### src/rtl/pipelined_addsub.sv
// Pipelined adder/subtractor. The carry chain is cut into STAGES equal chunks, one per register stage,
// with per-stage valid/ready flow control that squeezes out bubbles while the output is stalled.
module pipelined_addsub #(
  parameter int unsigned WIDTH  = 32,
  parameter int unsigned STAGES = 4
) (
  input  logic             clk,
  input  logic             rst_n,
  input  logic             in_valid,
  output logic             in_ready,
  input  logic [WIDTH-1:0] a,
  input  logic [WIDTH-1:0] b,
  input  logic             cin,
  input  logic             sub,
  output logic             out_valid,
  input  logic             out_ready,
  output logic [WIDTH-1:0] sum,
  output logic             cout,
  output logic             ovf,
  output logic             zero,
  output logic             neg
);

  localparam int unsigned CW = WIDTH / STAGES;

  if (STAGES < 1 || STAGES > WIDTH || (WIDTH % STAGES) != 0) begin : g_bad_params
    $error("pipelined_addsub: STAGES must be in 1..WIDTH and divide WIDTH");
  end

  logic [STAGES-1:0] vld_q;
  logic [STAGES-1:0] vld_d;
  logic [STAGES-1:0] load_c;
  logic              all_full;

  // A stage loads unless it and every stage after it are full with the output stalled.
  always_comb begin
    load_c   = '0;
    all_full = ~out_ready;
    for (int k = int'(STAGES) - 1; k >= 0; k--) begin
      all_full  = all_full & vld_q[k];
      load_c[k] = ~all_full;
    end
  end

  assign vld_d     = (load_c & STAGES'({vld_q, in_valid})) | (~load_c & vld_q);
  assign in_ready  = rst_n & load_c[0];
  assign out_valid = vld_q[STAGES-1];

  always_ff @(posedge clk) begin
    if (!rst_n) begin
      vld_q <= '0;
    end else begin
      vld_q <= vld_d;
    end
  end

  for (genvar k = 0; k < STAGES; k++) begin : g_stage
    // Operand bits not yet consumed shrink by CW per stage; completed sum bits grow by CW.
    localparam int unsigned RW = WIDTH - k * CW;

    logic [RW-1:0]         src_a;
    logic [RW-1:0]         src_b;
    logic                  src_c;
    logic                  src_v;
    logic [CW:0]           chunk;
    logic [(k+1)*CW-1:0]   s_d;
    logic                  take;

    assign chunk = {1'b0, src_a[CW-1:0]} + {1'b0, src_b[CW-1:0]} + {{CW{1'b0}}, src_c};
    assign take  = load_c[k] & src_v;

    if (k == 0) begin : g_first
      assign src_a = a;
      assign src_b = b ^ {WIDTH{sub}};
      assign src_c = cin ^ sub;
      assign src_v = in_valid;
      assign s_d   = chunk[CW-1:0];
    end else begin : g_next
      assign src_a = g_stage[k-1].g_reg.a_q;
      assign src_b = g_stage[k-1].g_reg.b_q;
      assign src_c = g_stage[k-1].g_reg.c_q;
      assign src_v = vld_q[k-1];
      assign s_d   = {chunk[CW-1:0], g_stage[k-1].g_reg.s_q};
    end

    if (k < STAGES - 1) begin : g_reg
      logic [RW-CW-1:0]    a_q;
      logic [RW-CW-1:0]    b_q;
      logic                c_q;
      logic [(k+1)*CW-1:0] s_q;

      always_ff @(posedge clk) begin
        if (!rst_n) begin
          a_q <= '0;
          b_q <= '0;
          c_q <= 1'b0;
          s_q <= '0;
        end else if (take) begin
          a_q <= src_a[RW-1:CW];
          b_q <= src_b[RW-1:CW];
          c_q <= chunk[CW];
          s_q <= s_d;
        end
      end
    end else begin : g_last
      // Carry into the MSB is recovered from the MSB sum bit and its operand bits.
      always_ff @(posedge clk) begin
        if (!rst_n) begin
          sum  <= '0;
          cout <= 1'b0;
          ovf  <= 1'b0;
          zero <= 1'b0;
          neg  <= 1'b0;
        end else if (take) begin
          sum  <= s_d;
          cout <= chunk[CW];
          ovf  <= src_a[CW-1] ^ src_b[CW-1] ^ chunk[CW-1] ^ chunk[CW];
          zero <= ~|s_d;
          neg  <= s_d[WIDTH-1];
        end
      end
    end
  end

endmodule

### config.mk
export PLATFORM = sky130hd
export DESIGN_NAME = pipelined_addsub
export DESIGN_NICKNAME = d
export VERILOG_FILES = /design/src/rtl/pipelined_addsub.sv
export SDC_FILE = /design/constraint.sdc
export NUM_CORES = 1
export LEC_CHECK = 0
export CAP_MARGIN = 15
export CORE_MARGIN = 2
export CORE_UTILIZATION = 55
export DETAILED_ROUTE_END_ITERATION = 8
export PLACE_DENSITY = 0.79
export SLEW_MARGIN = 10
export SYNTH_ARGS = -nofsm -noshare
export SYNTH_HDL_FRONTEND = slang
export SYNTH_SLANG_ARGS = --single-unit
### constraint.sdc
create_clock -name clk -period 9.16 [get_ports clk]
set_input_delay 1.832 -clock clk [delete_from_list [all_inputs] [get_ports clk]]
set_output_delay 1.832 -clock clk [all_outputs]
set_load 0.005 [all_outputs]
# Yosys cells after proc, flatten, opt, wreduce, memory -nomap -nowiden
# Index checks and enable logic that the tools add are counted.
dict set report word_totals {
  register_bits 187
  output_inout_bits 38
  elab_cells 51
  in_bits 70
}
dict set report classes {
  add_sub_neg 8
  bitwise_logic 23
  n_reduce_logical 2
}
# op n
set op_table {}
lappend op_table {{8-bit by 8-bit adder with 9-bit output} 4}
lappend op_table {{9-bit by 1-bit adder with 9-bit output} 4}
lappend op_table {{32-bit OR reduction} 1}
lappend op_table {{32-bit bitwise XOR} 1}
lappend op_table {{1-bit bitwise AND} 9}
lappend op_table {{4-bit bitwise AND} 2}
lappend op_table {{1-bit NOT} 5}
lappend op_table {{4-bit NOT} 1}
lappend op_table {{4-bit OR} 1}
lappend op_table {{1-bit bitwise XOR} 4}
lappend op_table {{1-bit zero test} 1}

# Logic depth before layout (Yosys ltp)
dict set report depth {
  word_depth 9
  depth_mapped 11
  mapped_depth_nobuf 10
}

# Worst setup path after synthesis
# No wires, ideal clock.
dict set report synth_timing {
  kind {input-to-reg}
  start {input port sub}
  end {register g_stage[0].g_reg.c_q}
  n_path_buf 2
  cell_stages 11
  required_time_ns 9.038
  setup_slack_ns 4.476
  setup_ns 0.122
  arrival_time_ns 4.562
  cell_sequence {clkbuf_1 clkbuf_1 xor2_1 fa_1 fa_1 a21o_1 a21o_1 a21o_1 or3_1 a31oi_1 a21oi_1}
}
dict set report synth_via {
  elab_chain_cells 3
  elab_cells_between_ends 4
  cone_classes {add/sub (2); bitwise (2)}
}
# element line
set synth_lines {}
lappend synth_lines {{start: declaration} 14} ;# input logic sub,
lappend synth_lines {{32-bit bitwise XOR} 74} ;# assign src_b = b ^ {WIDTH{sub}};
lappend synth_lines {{8-bit by 8-bit adder with 9-bit output} 69} ;# assign chunk = {1'b0, src_a[CW-1:0]} + {1'b0, src_b[CW-1:0]} + {{CW{1'b0}}, src_c};
lappend synth_lines {{9-bit by 1-bit adder with 9-bit output (*)} 69}
lappend synth_lines {{end signal: assignment} 101} ;# c_q <= chunk[CW];
lappend synth_lines {{end: declaration} 89} ;# logic c_q;
# Every way passes the cells marked *; elsewhere a longest branch is shown, timed or not.
# A chain may end at the register's enable or synchronous reset.

# Final worst setup path
dict set report layout_timing {
  start {input port out_ready}
  end {output port in_ready}
}
dict set report layout_via {
  elab_chain_cells 7
}
# element line
set layout_lines {}
lappend layout_lines {{start: declaration} 16} ;# input logic out_ready,
lappend layout_lines {{1-bit NOT} 38} ;# all_full = ~out_ready;
lappend layout_lines {{1-bit bitwise AND (4 in a row)} 40} ;# all_full = all_full & vld_q[k];
lappend layout_lines {{1-bit NOT} 41} ;# load_c[k] = ~all_full;
lappend layout_lines {{1-bit bitwise AND} 46} ;# assign in_ready = rst_n & load_c[0];
lappend layout_lines {{end: declaration} 10} ;# output logic in_ready,
# Every way passes these cells.

==> results.rst <==
.. list-table::
   :header-rows: 1

   * - Metric
     - Value
   * - Avg Inst Size Synth
     - around 8.6 um^2
   * - Top flip-flop cell by instance count after synthesis
     - sky130_fd_sc_hd__dfxtp_1
   * - Clock slew at the register clock pins of the worst setup and hold paths
     - 0.06 ns
   * - Maximum single-stage delay on the critical path
     - around 0.45 ns
   * - Standard cell core area
     - about 15,000 um^2
   * - Number of nets in the finished design
     - roughly 1,100
   * - Top library cells by usage in the layout, fill and taps aside
     - 310 x sky130_fd_sc_hd__nand2_1, 186 x sky130_fd_sc_hd__dfxtp_1, 134 x sky130_fd_sc_hd__a21boi_0
   * - Post-place instance area
     - between 9000 and 10,000 um^2
   * - Largest clock skew in the final design
     - between 0.005 and 0.006 ns
   * - Cell count of the worst hold path
     - 2
   * - Area taken by flip-flops and latches
     - about 3700 um^2
   * - Number of cell rows
     - 45
   * - Clock buffer count from CTS
     - 17
   * - Per-cell routed wire length
     - roughly 13 um
   * - Cell breakdown of the critical path
     - clkdlybuf4s50_1 > and3b_1 > and2_1 > nand2_1 > and2_1 > clkdlybuf4s50_1
   * - Hold Violations, Final
     - 0
   * - Mapped Area
     - 8356 um^2
   * - Category of the worst setup path launch point
     - input port
   * - Hold buffer count at CTS
     - 0
   * - Total wire length after detailed routing
     - 16.59 mm
   * - Via count of the first global-routing pass
     - between 5,000 and 6,000
   * - Util after Layout
     - 67.17%
   * - First-pass GRT wire length
     - between 20 and 30 mm
   * - Final Wtd Congestion
     - a little over 0.8
   * - Dpl hpwl
     - around 11 mm
   * - Worst ir drop on vdd
     - ~130 uV
   * - Total number of yosys warnings
     - 0
   * - Full die area
     - roughly 16,000 um^2
   * - Power Density
     - between 150 and 200 nW/um^2
   * - Worst R2R Start
     - g_stage[2].g_reg.b_q[0]
   * - Resized cells post-CTS
     - 0
   * - Largest net degree at the start of global routing
     - 77
   * - Initial core utilization
     - a little under three fifths
   * - Sum of negative setup slack
     - 0 ns
   * - Aggregate global-route resource usage
     - about a fifth
   * - Number of inserted filler cells in the final layout
     - roughly 1,300
   * - Post-detailed-route DRC marker count
     - 0
   * - Total inserted antenna cells
     - 0
   * - Footprint of the multi-input gates
     - 4327 um^2
   * - Post-route fraction of the period consumed by the critical path
     - about three fifths
   * - IO buf count
     - roughly 110
   * - Post-Synthesis Cells
     - a little under 1,000
   * - Yosys cell types
     - 45
   * - Wire length the detailed router placed on met1
     - approximately 8.5 mm
   * - Initial drt markers
     - 374
   * - Area Overhead vs Synth
     - 20.86%
   * - Number of setup violations in the final report
     - 0
   * - Timing-limited maximum frequency
     - ~180 MHz
   * - Final non-filler cell total
     - between 1,000 and 1,500
   * - Final Slew Violations
     - 0
   * - Sequential share of the synthesized area
     - 44.56%
   * - Cell total after placement
     - roughly 1,200
   * - Post-Synthesis Net Count
     - 1,080
   * - Die W
     - about 130 um
   * - Worst path arrival time
     - roughly 3.7 ns
   * - Clock tree from TritonCTS
     - built
   * - Relative slew slack
     - 36.79%
   * - Time the final worst path needs with I/O delays and setup
     - 5.556 ns
   * - Setup bufs post-CTS
     - 0
   * - Startpoint of the worst hold path
     - sum[28]
   * - Fraction of final layout cells sized beyond drive strength 1
     - 4.735%
   * - Overall Power
     - about 1.8 mW
   * - Router iterations before antenna repair
     - 5
   * - Crit Reg-Reg Endpoint
     - zero
   * - Slack of the worst reg-to-reg path
     - ~6.5 ns
   * - Setup CP Type
     - input port to output port
   * - Antenna-violating nets left
     - 0
   * - Buffer type at the clock tree root
     - sky130_fd_sc_hd__clkbuf_16
   * - Maximum level of the CTS H-tree
     - 4
   * - Max clock buf depth
     - 2
   * - Worst endpoint required time
     - around 7.3 ns
   * - Post-route design area
     - between 10,000 and 15,000 um^2
   * - CP max-delay cell
     - sky130_fd_sc_hd__clkdlybuf4s50_1
   * - Vias/cell
     - ~5.2
   * - Depth of the most critical reg-to-reg path
     - 9
   * - Worst setup EP type
     - output port
   * - Max_cap viols
     - 0
   * - Most common library cell in the layout ignoring fill and taps
     - sky130_fd_sc_hd__nand2_1
   * - Slew at the pin closest to its max-slew limit
     - 0.9482 ns
   * - Post-synth EDFFs
     - 0
   * - Result of the run
     - completed
   * - Highest Signal Layer
     - met4
   * - Total via count after detailed routing
     - 6,494
   * - Total grt overflow
     - 0
   * - Standby leakage power
     - between 3 and 4 nW
   * - Die Y
     - around 130 um
   * - Worst-path maximum fanout
     - 5
   * - Post-synth ARST share
     - 0%
   * - Hold-critical path endpoint
     - sum[28]
   * - Length of routed met2 wiring
     - 7.084 mm
   * - Sink count of the clock tree
     - 186
   * - Number of synthesized register bits
     - roughly 190
   * - Unrepaired setup endpoints after global routing
     - no
   * - Number of antenna violations at the first check in global routing
     - 0
   * - Count of pins on the block boundary
     - ~110
   * - Clock latency of the later-clocked register in the worst-skew pair
     - about 0.43 ns
   * - DR WL met3
     - 690 um
   * - Class of the most critical hold timing path
     - flip-flop to flip-flop
Yosys cell counts (6+ instances only):
library cell               instances  area, um^2
sky130_fd_sc_hd__nand2_1         310        1164
sky130_fd_sc_hd__a21oi_1          17       85.08
sky130_fd_sc_hd__a21o_1            7       52.55
sky130_fd_sc_hd__xor2_1           15       131.4
sky130_fd_sc_hd__and2_1            8       50.05
sky130_fd_sc_hd__dfxtp_1         186        3724
sky130_fd_sc_hd__ha_1             28       350.3
sky130_fd_sc_hd__nor2_1           11       41.29
sky130_fd_sc_hd__clkbuf_1         47       176.4
sky130_fd_sc_hd__nand2b_1          7       43.79
sky130_fd_sc_hd__xnor2_1          34       297.8
sky130_fd_sc_hd__o21ai_0          20       100.1
sky130_fd_sc_hd__o211a_1          31       310.3
sky130_fd_sc_hd__buf_2            12       60.06
sky130_fd_sc_hd__fa_1              8       160.2
sky130_fd_sc_hd__a21boi_0        134        1006
sky130_fd_sc_hd__nand4_1           6       37.54
sky130_fd_sc_hd__buf_1             7       26.28
sky130_fd_sc_hd__inv_1            16       60.06
sky130_fd_sc_hd__nand3_1          17       85.08
through the flow:
step,setup WS [ns],hold slack (ns)
2_1_floorplan,4.476,0.4343
3_3_place_gp,3.682,0.4489
3_5_place_dp,3.659,0.4571
4_1_cts,3.632,0.4636
5_1_grt,3.528,0.4813
6_report,3.604,0.4600
worst max-delay path: cells and delay by family:
kind / cells / cell delay (ns)
buffers and inverters: 2 / 0.90
and+or+nand+nor: 4 / 0.98
power by group:
| part | total (mW) | internal (mW) | switching, mW |
|---|---|---|---|
| logic | 0.181 | 0.0922 | 0.0887 |
| clock network | 0.733 | 0.438 | 0.295 |
| registers | 0.858 | 0.840 | 0.0189 |
| total | 1.77 | 1.37 | 0.403 |
worst max path at each step:
stage                   start                    to  slack, ns
floorplan                 sub  g_stage[0].g_reg.c_q       4.48
global placement    out_ready              in_ready       3.68
detailed placement  out_ready              in_ready       3.66
CTS                 out_ready              in_ready       3.63
global route        out_ready              in_ready       3.53
finish              out_ready              in_ready       3.60
registers in the layout, summed over array words and instances, names as in the netlist, named ones only:
signal and cells:
g_stage.g_reg.a_q 48, g_stage.g_reg.b_q 48, g_stage.g_reg.s_q 48, sum 32, g_stage.g_reg.c_q 3, cout 1, ovf 1, zero 1
layout make-up:
type	count	share of cell area, %
clock buffer	26	5.043
clock inverter	6	0.8425
inverter	16	0.5947
multi-input combinational	705	42.84
sequential	186	36.87
tap	188	2.329
timing repair buffer	117	11.47
per-layer routing:
layer  vias up  track usage, %
met2       150           31.59
met5         -               0
met3        21           4.146
li1       3389               -
met1      2934           30.82
met4         0           8.209
logic make-up (layout without fill, tap and decap cells):
logic type,Yosys count,in the layout,share of synthesized area (%)
AOI/OAI and AO/OA,232,232,20.71
xor gates and xnor gates,49,49,5.136
adders and majority gates,36,36,6.110
buffers and inverters,83,165,3.953
DFF,186,186,44.56
and+or+nand+nor,388,388,19.53
Note: power is estimated with default switching activity, not from simulation.
